**config.mk**
```make
export PLATFORM = sky130hd
export DESIGN_NAME = pipe_hazard_ctrl
export DESIGN_NICKNAME = d
export VERILOG_FILES = /design/src/rtl/pipe_hazard_ctrl.sv
export SDC_FILE = /design/constraint.sdc
export NUM_CORES = 1
export LEC_CHECK = 0
export CAP_MARGIN = 20
export CORE_MARGIN = 1.5
export CORE_UTILIZATION = 41
export DETAILED_ROUTE_END_ITERATION = 8
export GPL_ROUTABILITY_DRIVEN = 0
export HOLD_SLACK_MARGIN = 0.15
export PLACE_DENSITY = 0.83
export SYNTH_ARGS = -nofsm -noshare
export SYNTH_HDL_FRONTEND = slang
export SYNTH_SLANG_ARGS = --single-unit
```
**constraint.sdc**
```tcl
create_clock -name clk -period 2.6 [get_ports clk]
set_input_delay 0.65 -clock clk [delete_from_list [all_inputs] [get_ports clk]]
set_output_delay 0.65 -clock clk [all_outputs]
set_load 0.02 [all_outputs]
```
**src/rtl/pipe_hazard_ctrl.sv**
```systemverilog
// Stall/flush controller at the ID/EX boundary: load-use and memory-wait hazards,
// branch redirect squash, memory wait timeout and stall/flush performance counters.
module pipe_hazard_ctrl #(
  parameter int MEM_TIMEOUT = 64,
  parameter int CNT_W       = 32
) (
  input  logic             clk,
  input  logic             rst,
  input  logic [31:0]      id_inst,
  input  logic             id_valid,
  input  logic [31:0]      ex_inst,
  input  logic             ex_valid,
  input  logic             ex_redirect,
  input  logic             mem_req,
  input  logic             mem_ack,
  output logic             pc_stall,
  output logic             ifid_stall,
  output logic             ifid_flush,
  output logic             idex_stall,
  output logic             idex_flush,
  output logic             exmem_stall,
  output logic             memwb_flush,
  output logic             mem_timeout,
  output logic [CNT_W-1:0] stall_cnt,
  output logic [CNT_W-1:0] flush_cnt
);

  typedef enum logic {RUN, MEM_WAIT} state_e;

  localparam logic [7:0] TO_M1 = 8'(MEM_TIMEOUT - 1);

  state_e           state_q;
  logic [7:0]       wcnt_q;
  logic             timeout_q;
  logic [CNT_W-1:0] stall_cnt_q, flush_cnt_q;

  logic [6:0] id_op;
  logic       rs1_use, rs2_use, lu, mw;

  assign id_op = id_inst[6:0];

  always_comb begin
    rs1_use = id_op inside {7'b0110011, 7'b0111011, 7'b0010011, 7'b0011011,
                            7'b1100011, 7'b0100011, 7'b0000011, 7'b1100111};
    rs2_use = id_op inside {7'b0110011, 7'b0111011, 7'b1100011, 7'b0100011};
  end

  assign lu = ex_valid && (ex_inst[6:0] == 7'b0000011) && (ex_inst[11:7] != 5'd0) &&
              id_valid && ((rs1_use && (id_inst[19:15] == ex_inst[11:7])) ||
                           (rs2_use && (id_inst[24:20] == ex_inst[11:7])));
  assign mw = mem_req && !mem_ack;

  // A frozen EX keeps any redirect/load-use alive, so mw simply outranks them.
  always_comb begin
    pc_stall    = 1'b0;
    ifid_stall  = 1'b0;
    ifid_flush  = 1'b0;
    idex_stall  = 1'b0;
    idex_flush  = 1'b0;
    exmem_stall = 1'b0;
    memwb_flush = 1'b0;
    if (rst) begin
      ifid_flush = 1'b1;
      idex_flush = 1'b1;
    end else if (mw) begin
      pc_stall    = 1'b1;
      ifid_stall  = 1'b1;
      idex_stall  = 1'b1;
      exmem_stall = 1'b1;
      memwb_flush = 1'b1;
    end else if (ex_redirect) begin
      ifid_flush = 1'b1;
      idex_flush = 1'b1;
    end else if (lu) begin
      pc_stall   = 1'b1;
      ifid_stall = 1'b1;
      idex_flush = 1'b1;
    end
  end

  always_ff @(posedge clk) begin
    if (rst) begin
      state_q     <= RUN;
      wcnt_q      <= '0;
      timeout_q   <= 1'b0;
      stall_cnt_q <= '0;
      flush_cnt_q <= '0;
    end else begin
      case (state_q)
        RUN: if (mw) begin
          state_q <= MEM_WAIT;
          wcnt_q  <= 8'd1;
        end
        MEM_WAIT: begin
          if (mem_req && mem_ack) begin
            state_q <= RUN;
            wcnt_q  <= '0;
          end else if (mw) begin
            if (wcnt_q < 8'(MEM_TIMEOUT)) wcnt_q <= wcnt_q + 8'd1;
            if (wcnt_q >= TO_M1) timeout_q <= 1'b1;
          end
        end
        default: state_q <= RUN;
      endcase
      if (pc_stall && stall_cnt_q != '1) stall_cnt_q <= stall_cnt_q + CNT_W'(1);
      if ((ifid_flush || idex_flush) && flush_cnt_q != '1)
        flush_cnt_q <= flush_cnt_q + CNT_W'(1);
    end
  end

  assign mem_timeout = timeout_q;
  assign stall_cnt   = stall_cnt_q;
  assign flush_cnt   = flush_cnt_q;

  logic unused_bits;
  assign unused_bits = ^{ex_inst[31:12], id_inst[14:7], id_inst[31:25]};

endmodule

```
==> out/metrics.cfg, run 1 <==
[clocking]
cts_tree = done
cts_max_path_buffers = 2
hold_buffers = 0
clk_pin_slew_ns = 0.07
clock_sinks = 74
htree_num_levels = 3
numCtsBuffers = 9
clockRootBuffer = clkbuf_8
clock_latency_ns = 0.35

[timing]
finalHoldViolations = 0
setup_viol = 0
worst_pin_slew_ns = 0.6824
fin_setup_tns_ns = 0
rsz0062_at_grt = yes
finalMaxSlewViolations = 0
finClkSkew_ns = 0.006969
finalCritPeriodShare = 0.9831
finalWorstSetupSlack_ns = 0.04406
relSlewSlack = 0.5446
fmax_ghz = 0.3912
min_period_ns = 2.556

[setup_path]
worstSetupPathType = input port to primary output
startpoint_type = input port
endpoint_kind = primary output
crit_fanout = 3
required_ns = 1.95
crit_arrival_ns = 1.91
rr_worst_depth = 6

[floorplan]
rows = 36
dieArea_sq_um = 10750
start_util = 0.4232
io_pins = 143
coreArea_sq_um = 9819
die_h_um = 103.7
dieWidth_um = 103.7

[logic_synthesis]
syn-num-nets = 585
ys.flop_type = dfxtp_1
synthCells = 511
yosys.area.top_type = dfxtp_1
ys_seq_elements = 74
synth_top_area_frac = 0.3565
yosys.cell_types.count = 54
netlist_area_sq_um = 4155
ys_warn_count = 0
synth_seq_area_share = 0.3565
synth_top_cells_by_area = dfxtp_1, a21oi_1, nand4_1
synth.avg_cell_area_sq_um = 8.132
synth-edff-count = 0
async_flop_share = 0

[placed_design]
pre_cts_ws_ns = -0.7850
port_buffers = 107
hpwl_mm = 8.253

[pwr]
clkPwrFrac = 0.451
power_frac_comb = 0.089
power_switching_share = 0.2287
pwr-share-seq = 0.461
peakVddDrop_uv = 241.5
leakage_uw = 0.001908
p_int_uw = 1926
p_switching_uw = 571.0
power_density_nw_per_um2 = 440.0

[detailed_routing]
drc = 0
wl_per_cell_um = 15.05
wirelength_mm = 11.39
vias = 4416
drt_iter0_drc = 190
vias_per_cell = 5.834
drt_first_pass_iters = 7
ant_nets = 0

[run_status]
status = completed

[global_route]
grt_usage = 0.2104
grt_max_degree = 61
grt_pass1_vias = 4188
grt_overflow = 0
grt_pass1_wl_mm = 18.92
antenna_found_initial = 0

[layout]
diodes = 0
fillers = 913
fin_nets = 693
drive_above_1_share = 0.1298
syn2layout_area_growth_pct = 36.56

[min_path]
min_path_cells = 1
holdCritPathClass = register to register

[job]
maxCapViolations = 0

==> registers in the layout (all words and copies together) (netlist names), named ones only <==
| register | flops |
|---|---|
| flush_cnt | 32 |
| wcnt_q | 8 |
| stall_cnt | 32 |
| mem_timeout | 1 |
==> routing by layer <==
metal | wire (um) | GRT usage
met1 | 4625 | 0.2401
met4 | 153 | 0.07639
met5 | 0 | 0
met3 | 844 | 0.06042
met2 | 5770 | 0.3729
==> cell usage after synthesis (all sizes together) (12+ instances only) <==
master  number
a21oi       45
and3        13
buf         19
clkbuf      15
dfxtp       74
inv         12
nand2       31
nand3       39
nand4       33
nor2        32
nor3        12
o21ai       26
o31ai       18
or3         22
or4         26
==> power groups by stage <==
stage / Clock [uW] / Combinational (uW) / Sequential [uW]
finish: 1130 / 221 / 1150
global route: 1200 / 242 / 1150
CTS: 1140 / 220 / 1150
detailed placement: 0 / 224 / 1180
global placement: 0 / 218 / 1180
floorplan: 0 / 115 / 1180
==> final timing paths <==
check	endpoint	from	slack, ns
worst min register to register	wcnt_q[7]	wcnt_q[7]	0.48
worst max register to register	flush_cnt[13]	flush_cnt[5]	0.32
worst max-delay path	ifid_stall	ex_inst[9]	0.04
worst min-delay path	wcnt_q[7]	wcnt_q[7]	0.48
==> cells by family after synthesis <==
| kind of cell | after synthesis | synth area share |
|---|---|---|
| and+or+nand+nor | 242 | 0.3342 |
| AOI/OAI and AO/OA | 126 | 0.1987 |
| DFF | 74 | 0.3565 |
| buffers and inverters | 46 | 0.05601 |
| xor gates and xnor gates | 14 | 0.02951 |
| muxes | 6 | 0.01596 |
| adders and majority gates | 3 | 0.009034 |
==> placed cells by master, fill, tap and decap left out, types with 4 or more instances in the layout <==
cell type,instances
clkdlybuf4s50_1,66
o21a_1,11
buf_2,6
o21ai_1,7
o21ai_0,18
nor2b_1,5
a21oi_1,44
nand2_1,31
nor4_1,9
buf_4,24
mux2_1,5
buf_6,5
o31a_1,7
and2_1,5
dfxtp_1,74
o211ai_1,4
and3_1,13
clkbuf_8,11
nand3_1,39
dlymetal6s2s_1,7
or3_1,22
nand4_1,32
xnor2_1,10
inv_1,10
o31ai_1,18
dlygate4sd2_1,16
or4_1,25
nor2_1,28
nor3_1,8
==> area by class of cell <==
type / instances / area (sq um) / share of cell area
clock buffer: 11 / 151.4 / 0.02668
clock inverter: 5 / 100.1 / 0.01764
sequential: 74 / 1481 / 0.2611
tap: 133 / 166.4 / 0.02933
multi-input combinational: 391 / 2509 / 0.4421
timing repair buffer: 131 / 1214 / 0.2139
inverter: 12 / 52.55 / 0.009261
==> stage by stage <==
step	util	hold slack, ns	cells	instance area, sq um	power, uW
floorplan	-	0.4410	511	4183	1294
global placement	0.5488	0.4683	740	5389	1394
detailed placement	0.5488	0.4732	740	5389	1401
CTS	0.5747	0.4879	757	5643	2511
global route	0.5779	0.5099	757	5674	2596
finish	0.5779	0.4848	757	5674	2497
==> repair_timing <==
action                                  4_1_cts  5_1_grt
resized for setup                            82       20
buffers inserted                              1        0
endpoints found under the setup margin       53       12
cloned                                        0        0
pin swaps                                    20        9
==> worst max-delay path, cell delays in order <==
cell and delay (ns):
buf_6 0.09, or4_4 0.54, nor2_4 0.12, nor3_4 0.07, a31oi_4 0.25, inv_8 0.05
buf_6 0.13
Power figures use the tool's default switching activity.
==> run 2, diff against run 1 <==
ABC_AREA = 1   (was unset)
HOLD_SLACK_MARGIN = unset   (was 0.15)
PLACE_DENSITY = 0.8   (was 0.83)
==> out/metrics.cfg, run 2 <==
[setup_path]
timing.critical_path.buf_inv = 5  ; was 3
worstSetupPathType = input port to primary output  ; unchanged
cpMaxStageDelayCell = clkdlybuf4s50_1  ; was or4_4
crit_fanout = 3  ; unchanged
rr_worst_depth = 10  ; was 6
cpMostUsedCell = inv_2  ; was buf_6
crit_chain = clkdlybuf4s50_1, inv_2, nor2_4, inv_2, nor2_2, buf_4, dlygate4sd2_1  ; was buf_6, or4_4, nor2_4, nor3_4, a31oi_4, inv_8, buf_6
startpoint_type = input port  ; unchanged
crit_arrival_ns = 1.88  ; was 1.91 ns
max_stage_delay_ns = 0.49  ; was 0.54 ns
path_depth = 7  ; unchanged
endpoint_kind = primary output  ; unchanged
cp_top_family = buffers and inverters  ; was simple AND/OR/NAND/NOR gates
required_ns = 1.95  ; about the same

[placed_design]
hpwl_mm = 10.21  ; was 8.253 mm
place_inst = 1047  ; was 740
port_buffers = 107  ; unchanged
pre_cts_ws_ns = -0.5506  ; was -0.7850 ns

[pwr]
pwr-share-seq = 0.423  ; was 0.461
power_frac_comb = 0.086  ; was 0.089
power_density_nw_per_um2 = 415.4  ; was 440.0 nW/um^2
peakVddDrop_uv = 324.8  ; was 241.5 uV
power_switching_share = 0.2374  ; was 0.2287
leakage_uw = 0.002533  ; was 0.001908 uW
clkPwrFrac = 0.491  ; was 0.451
p_switching_uw = 647.4  ; was 571.0 uW
p_int_uw = 2079  ; was 1926 uW

[logic_synthesis]
synth_top_cells_by_area = dfxtp_1, nand2_1, nor2_1  ; was dfxtp_1, a21oi_1, nand4_1
async_flop_share = 0  ; unchanged
synth.avg_cell_area_sq_um = 6.214  ; was 8.132 sq um
ys_warn_count = 0  ; unchanged
syn-num-nets = 873  ; was 585
synth_seq_area_share = 0.2984  ; was 0.3565
synth-edff-count = 0  ; unchanged
yosys.cell_types.count = 32  ; was 54
synth_commonest_cells = nand2_1, nor2_1, dfxtp_1  ; was dfxtp_1, a21oi_1, nand3_1
synth_top_area_frac = 0.2984  ; was 0.3565
netlist_area_sq_um = 4965  ; was 4155 sq um
synthCells = 799  ; was 511
yosys.area.top_type = dfxtp_1  ; unchanged
ys_seq_elements = 74  ; unchanged
ys.flop_type = dfxtp_1  ; unchanged
post-synth-top-count-cell = nand2_1  ; was dfxtp_1

[timing]
fin_setup_tns_ns = 0  ; unchanged
finClkSkew_ns = 0.007004  ; was 0.006969 ns
finalMaxSlewViolations = 0  ; unchanged
worst_pin_slew_ns = 0.7154  ; was 0.6824 ns
min_period_ns = 2.531  ; was 2.556 ns
setup_viol = 0  ; unchanged
relSlewSlack = 0.5231  ; was 0.5446
finalWorstSetupSlack_ns = 0.06918  ; was 0.04406 ns
fmax_ghz = 0.3951  ; was 0.3912 GHz
finalHoldViolations = 0  ; unchanged
finalCritPeriodShare = 0.9734  ; was 0.9831

[layout]
diodes = 0  ; unchanged
fillers = 1134  ; was 913
final_cells = 1064  ; was 757
drive_above_1_share = 0.08179  ; was 0.1298
layout_common_cells = nand2_1, nor2_1, dfxtp_1  ; was dfxtp_1, clkdlybuf4s50_1, a21oi_1
syn2layout_area_growth_pct = 32.21  ; was 36.56%
mostFrequentLayoutCell = nand2_1  ; was dfxtp_1
fin_nets = 986  ; was 693

[detailed_routing]
vias_per_cell = 5.237  ; was 5.834
drt_iter0_drc = 510  ; was 190
wl_per_cell_um = 12.99  ; was 15.05 um
vias = 5572  ; was 4416
drc = 0  ; unchanged
drt_first_pass_iters = 5  ; was 7
ant_nets = 0  ; unchanged
wirelength_mm = 13.83  ; was 11.39 mm

[clocking]
numCtsBuffers = 9  ; unchanged
clk_pin_slew_ns = 0.06  ; was 0.07 ns
cts_max_path_buffers = 2  ; unchanged
htree_num_levels = 3  ; unchanged
clockRootBuffer = clkbuf_16  ; was clkbuf_8
clock_latency_ns = 0.34  ; was 0.35 ns
cts_tree = done  ; unchanged
hold_buffers = 0  ; unchanged
clock_sinks = 74  ; unchanged

[global_route]
grt_usage = 0.2194  ; was 0.2104
grt_pass1_wl_mm = 23.32  ; was 18.92 mm
grt_overflow = 0  ; unchanged
grt_pass1_vias = 5037  ; was 4188
antenna_found_initial = 0  ; unchanged
grt_max_degree = 67  ; was 61

[floorplan]
die_h_um = 113.0  ; was 103.7 um
rows = 40  ; was 36
coreArea_sq_um = 11910  ; was 9819 sq um
dieWidth_um = 113.0  ; was 103.7 um
io_pins = 143  ; unchanged
start_util = 0.4168  ; was 0.4232
dieArea_sq_um = 12780  ; was 10750 sq um

[run_status]
status = completed  ; unchanged

[job]
maxCapViolations = 0  ; unchanged

[min_path]
min_path_cells = 2  ; was 1
holdCritPathClass = register to register  ; unchanged

-- run 2: cell count changes after synthesis, sizes merged, moves of 15 or more --
cell and delta:
a21oi +28, inv +53, nand2 +233, nand3 +15, nor2 +77, o21ai -22, o31ai -18, or3 -22
or4 -26, xor2 +25
-- run 2: final cells by class --
class	instances	area (sq um)	share of cell area
inverters	65	244.0	0.03717
clock buffers	9	225.2	0.03431
well taps	147	183.9	0.02802
clock inverters	7	93.84	0.01430
flip-flops and latches	74	1481	0.2257
multi-input cells	628	3070	0.4678
repair buffers	134	1265	0.1927
-- run 2: repair_timing --
action,in CTS,in global routing
pin swaps,9,16
gates resized for setup,38,17
endpoints found under the setup margin,7,9
buffers inserted,1,0
-- run 2: stage by stage --
step	util	hold slack (ns)	power, uW	area [sq um]
after floorplan	-	0.4292	1309	4970
after global placement	0.5227	0.4419	1421	6226
after detailed placement	0.5227	0.4466	1424	6226
after CTS	0.5482	0.4575	2741	6530
after global routing	0.5511	0.4890	2828	6564
final	0.5511	0.4589	2727	6564
-- run 2: worst min-delay path: stages (launching register included) --
cell and delay [ns]:
dfxtp_1 0.31, inv_1 0.05, a21oi_1 0.05
-- run 2: per-layer routing --
layer  track usage  share of wire  wire [um]  vias up
met5             0              0          0        -
met3       0.02732          0.058        808       29
met1        0.3105           0.48       6572     2523
met2        0.3345           0.44       6105      205
li1              -              -          -     2815
met4       0.09917          0.025        340        0
-- run 2: power by group through the flow --
stage               clock network (uW)  logic [uW]  registers, uW
finish                            1340         235           1150
global route                      1410         260           1150
CTS                               1350         236           1150
detailed placement                   0         246           1180
global placement                     0         242           1180
floorplan                            0         126           1180
-- run 2: worst paths after layout --
| kind | startpoint | to | slack, ns |
|---|---|---|---|
| hold reg to reg | mem_timeout | mem_timeout | 0.46 |
| setup reg to reg | flush_cnt[1] | flush_cnt[24] | 0.56 |
| setup / recovery | mem_req | idex_stall | 0.07 |
| hold / removal | mem_timeout | mem_timeout | 0.46 |
-- run 2: kinds of logic (layout without fill, tap and decap cells) --
| group | after synthesis | in the layout | share of synthesized area |
|---|---|---|---|
| fa+ha+maj | 3 | 3 | 0.007561 |
| buf+inv | 97 | 215 | 0.08694 |
| simple gates | 499 | 499 | 0.4428 |
| flops | 74 | 74 | 0.2984 |
| compound gates | 80 | 80 | 0.08317 |
| xor+xnor | 46 | 46 | 0.08115 |
==> run 3, diff against run 2 <==
CORE_ASPECT_RATIO = 0.75   (was unset)
==> out/metrics.cfg, run 3 (synthesis results as in run 2) <==
[run_status]
status = completed  ; unchanged

[floorplan]
die_h_um = 98.30  ; was 113.0 um
dieArea_sq_um = 12790  ; was 12780 sq um
start_util = 0.4244  ; was 0.4168
coreArea_sq_um = 11700  ; was 11910 sq um
io_pins = 143  ; unchanged
rows = 34  ; was 40
dieWidth_um = 130.1  ; was 113.0 um

[timing]
setup_viol = 0  ; unchanged
rsz0062_at_grt = yes
hold_ws_ns = 0.4529  ; was 0.4589 ns
finalCritPeriodShare = 0.9757  ; was 0.9734
finalHoldViolations = 0  ; unchanged
fmax_ghz = 0.3942  ; was 0.3951 GHz
finalMaxSlewViolations = 0  ; unchanged
min_period_ns = 2.537  ; was 2.531 ns
relSlewSlack = 0.7287  ; was 0.5231
finClkSkew_ns = 0.008972  ; was 0.007004 ns
worst_pin_slew_ns = 0.4054  ; was 0.7154 ns

[clocking]
hold_buffers = 0  ; unchanged
clock_sinks = 74  ; unchanged
post-cts-setup-buffers = 0  ; was 1
clock_latency_ns = 0.34  ; about the same
clockRootBuffer = clkbuf_16  ; unchanged
clk_pin_slew_ns = 0.06  ; about the same
numCtsBuffers = 9  ; unchanged
cts_max_path_buffers = 2  ; unchanged
cts_tree = done  ; unchanged
htree_num_levels = 3  ; unchanged

[layout]
mostFrequentLayoutCell = nand2_1  ; unchanged
fin_nets = 980  ; was 986
drive_above_1_share = 0.08342  ; was 0.08179
layout_common_cells = nand2_1, nor2_1, clkdlybuf4s50_1  ; was nand2_1, nor2_1, dfxtp_1
diodes = 0  ; unchanged
final_area_sq_um = 6586  ; was 6564 sq um
syn2layout_area_growth_pct = 32.66  ; was 32.21%

[pwr]
power_density_nw_per_um2 = 427.5  ; was 415.4 nW/um^2
leakage_uw = 0.002483  ; was 0.002533 uW
total_power_uw = 2816  ; was 2727 uW
peakVddDrop_uv = 299.1  ; was 324.8 uV

[placed_design]
port_buffers = 107  ; unchanged
hpwl_mm = 10.66  ; was 10.21 mm
placed_area_sq_um = 6232  ; was 6226 sq um

[detailed_routing]
drt_iter0_drc = 529  ; was 510
vias_per_cell = 5.145  ; was 5.237
vias = 5521  ; was 5572
drc = 0  ; unchanged
drt_first_pass_iters = 5  ; unchanged
wl_per_cell_um = 13.36  ; was 12.99 um
ant_nets = 0  ; unchanged
wirelength_mm = 14.34  ; was 13.83 mm

[setup_path]
cp_top_family = buffers and inverters  ; unchanged
endpoint_kind = primary output  ; unchanged
crit_chain = clkdlybuf4s50_1, inv_1, nand2_1, nand3_1, nor2_1, nand2_1, nand2_2, nand2_2, a21oi_4, buf_6  ; was clkdlybuf4s50_1, inv_2, nor2_4, inv_2, nor2_2, buf_4, dlygate4sd2_1
crit_fanout = 2  ; was 3
worstSetupPathType = input port to primary output  ; unchanged
startpoint_type = input port  ; unchanged
cpMaxStageDelayCell = clkdlybuf4s50_1  ; unchanged
crit_arrival_ns = 1.89  ; was 1.88 ns
max_stage_delay_ns = 0.48  ; was 0.49 ns
timing.critical_path.buf_inv = 3  ; was 5
required_ns = 1.95  ; about the same

[min_path]
holdCritPathClass = register to register  ; unchanged

[global_route]
grt_pass1_wl_mm = 23.65  ; was 23.32 mm
antenna_found_initial = 0  ; unchanged
grt_pass1_vias = 4872  ; was 5037
grt_overflow = 0  ; unchanged
grt_max_degree = 36  ; was 67
grt_usage = 0.2279  ; was 0.2194

[job]
maxCapViolations = 0  ; unchanged

==> run 3: worst reg2reg max path, cell delays in order, from the launching register on <==
cell and delay (ns):
dfxtp_1 0.43, ha_1 0.30, nand2_2 0.11, nor2_4 0.13
nand2_2 0.13, nor2_4 0.20, nand4_4 0.22, buf_4 0.30
nand3_1 0.13, a21oi_1 0.07
==> run 3: where the power goes <==
part	internal [uW]	leakage, uW	total (uW)	switching (uW)
clock	937	0.000160	1420	486
sequential	1140	0.000597	1150	10.3
combinational	100	0.00173	240	140
==> run 3: path summary, 6_finish.rpt <==
check                 endpoint  depth (start not counted)         start  slack [ns]
setup / recovery      pc_stall                         10   id_inst[18]        0.06
hold / removal     mem_timeout                          2   mem_timeout        0.45
setup reg to reg  flush_cnt[6]                          9  flush_cnt[1]        0.48
hold reg to reg    mem_timeout                          2   mem_timeout        0.45
==> run 3: repair_timing <==
| item | 4_1_cts | 5_1_grt |
|---|---|---|
| gates resized for setup | 41 | 25 |
| pin swaps | 10 | 13 |
| setup endpoints to repair | 7 | 7 |
==> run 3: layout make-up <==
| cell class | count | area [sq um] |
|---|---|---|
| Fill cell | 1138 | 5112 |
| Multi-Input combinational cell | 628 | 3089 |
| Sequential cell | 74 | 1481 |
| Timing Repair Buffer | 128 | 1234 |
| Inverter | 65 | 244.0 |
| Clock buffer | 11 | 232.7 |
| Tap cell | 162 | 202.7 |
| Clock inverter | 5 | 102.6 |
==> run 3: routing by layer <==
metal  up-vias  global-route usage  wire length, um
li1       2801                   -                -
met1      2473              0.3486             7052
met2       235              0.3134             5763
met3        12             0.06137             1393
met4         0             0.05043              129
met5         -                   0                0
==> run 3: metrics by stage <==
step	worst slack, ns	utilization	TNS (ns)	std cells
global route	-0.01317	0.5630	-0.01493	1073
CTS	-0.01906	0.5597	-0.03811	1073
global placement	-0.5265	0.5327	-3.430	1057
finish	0.06327	0.5630	0	1073
floorplan	0.005473	-	0	799
detailed placement	-0.5580	0.5327	-4.682	1057
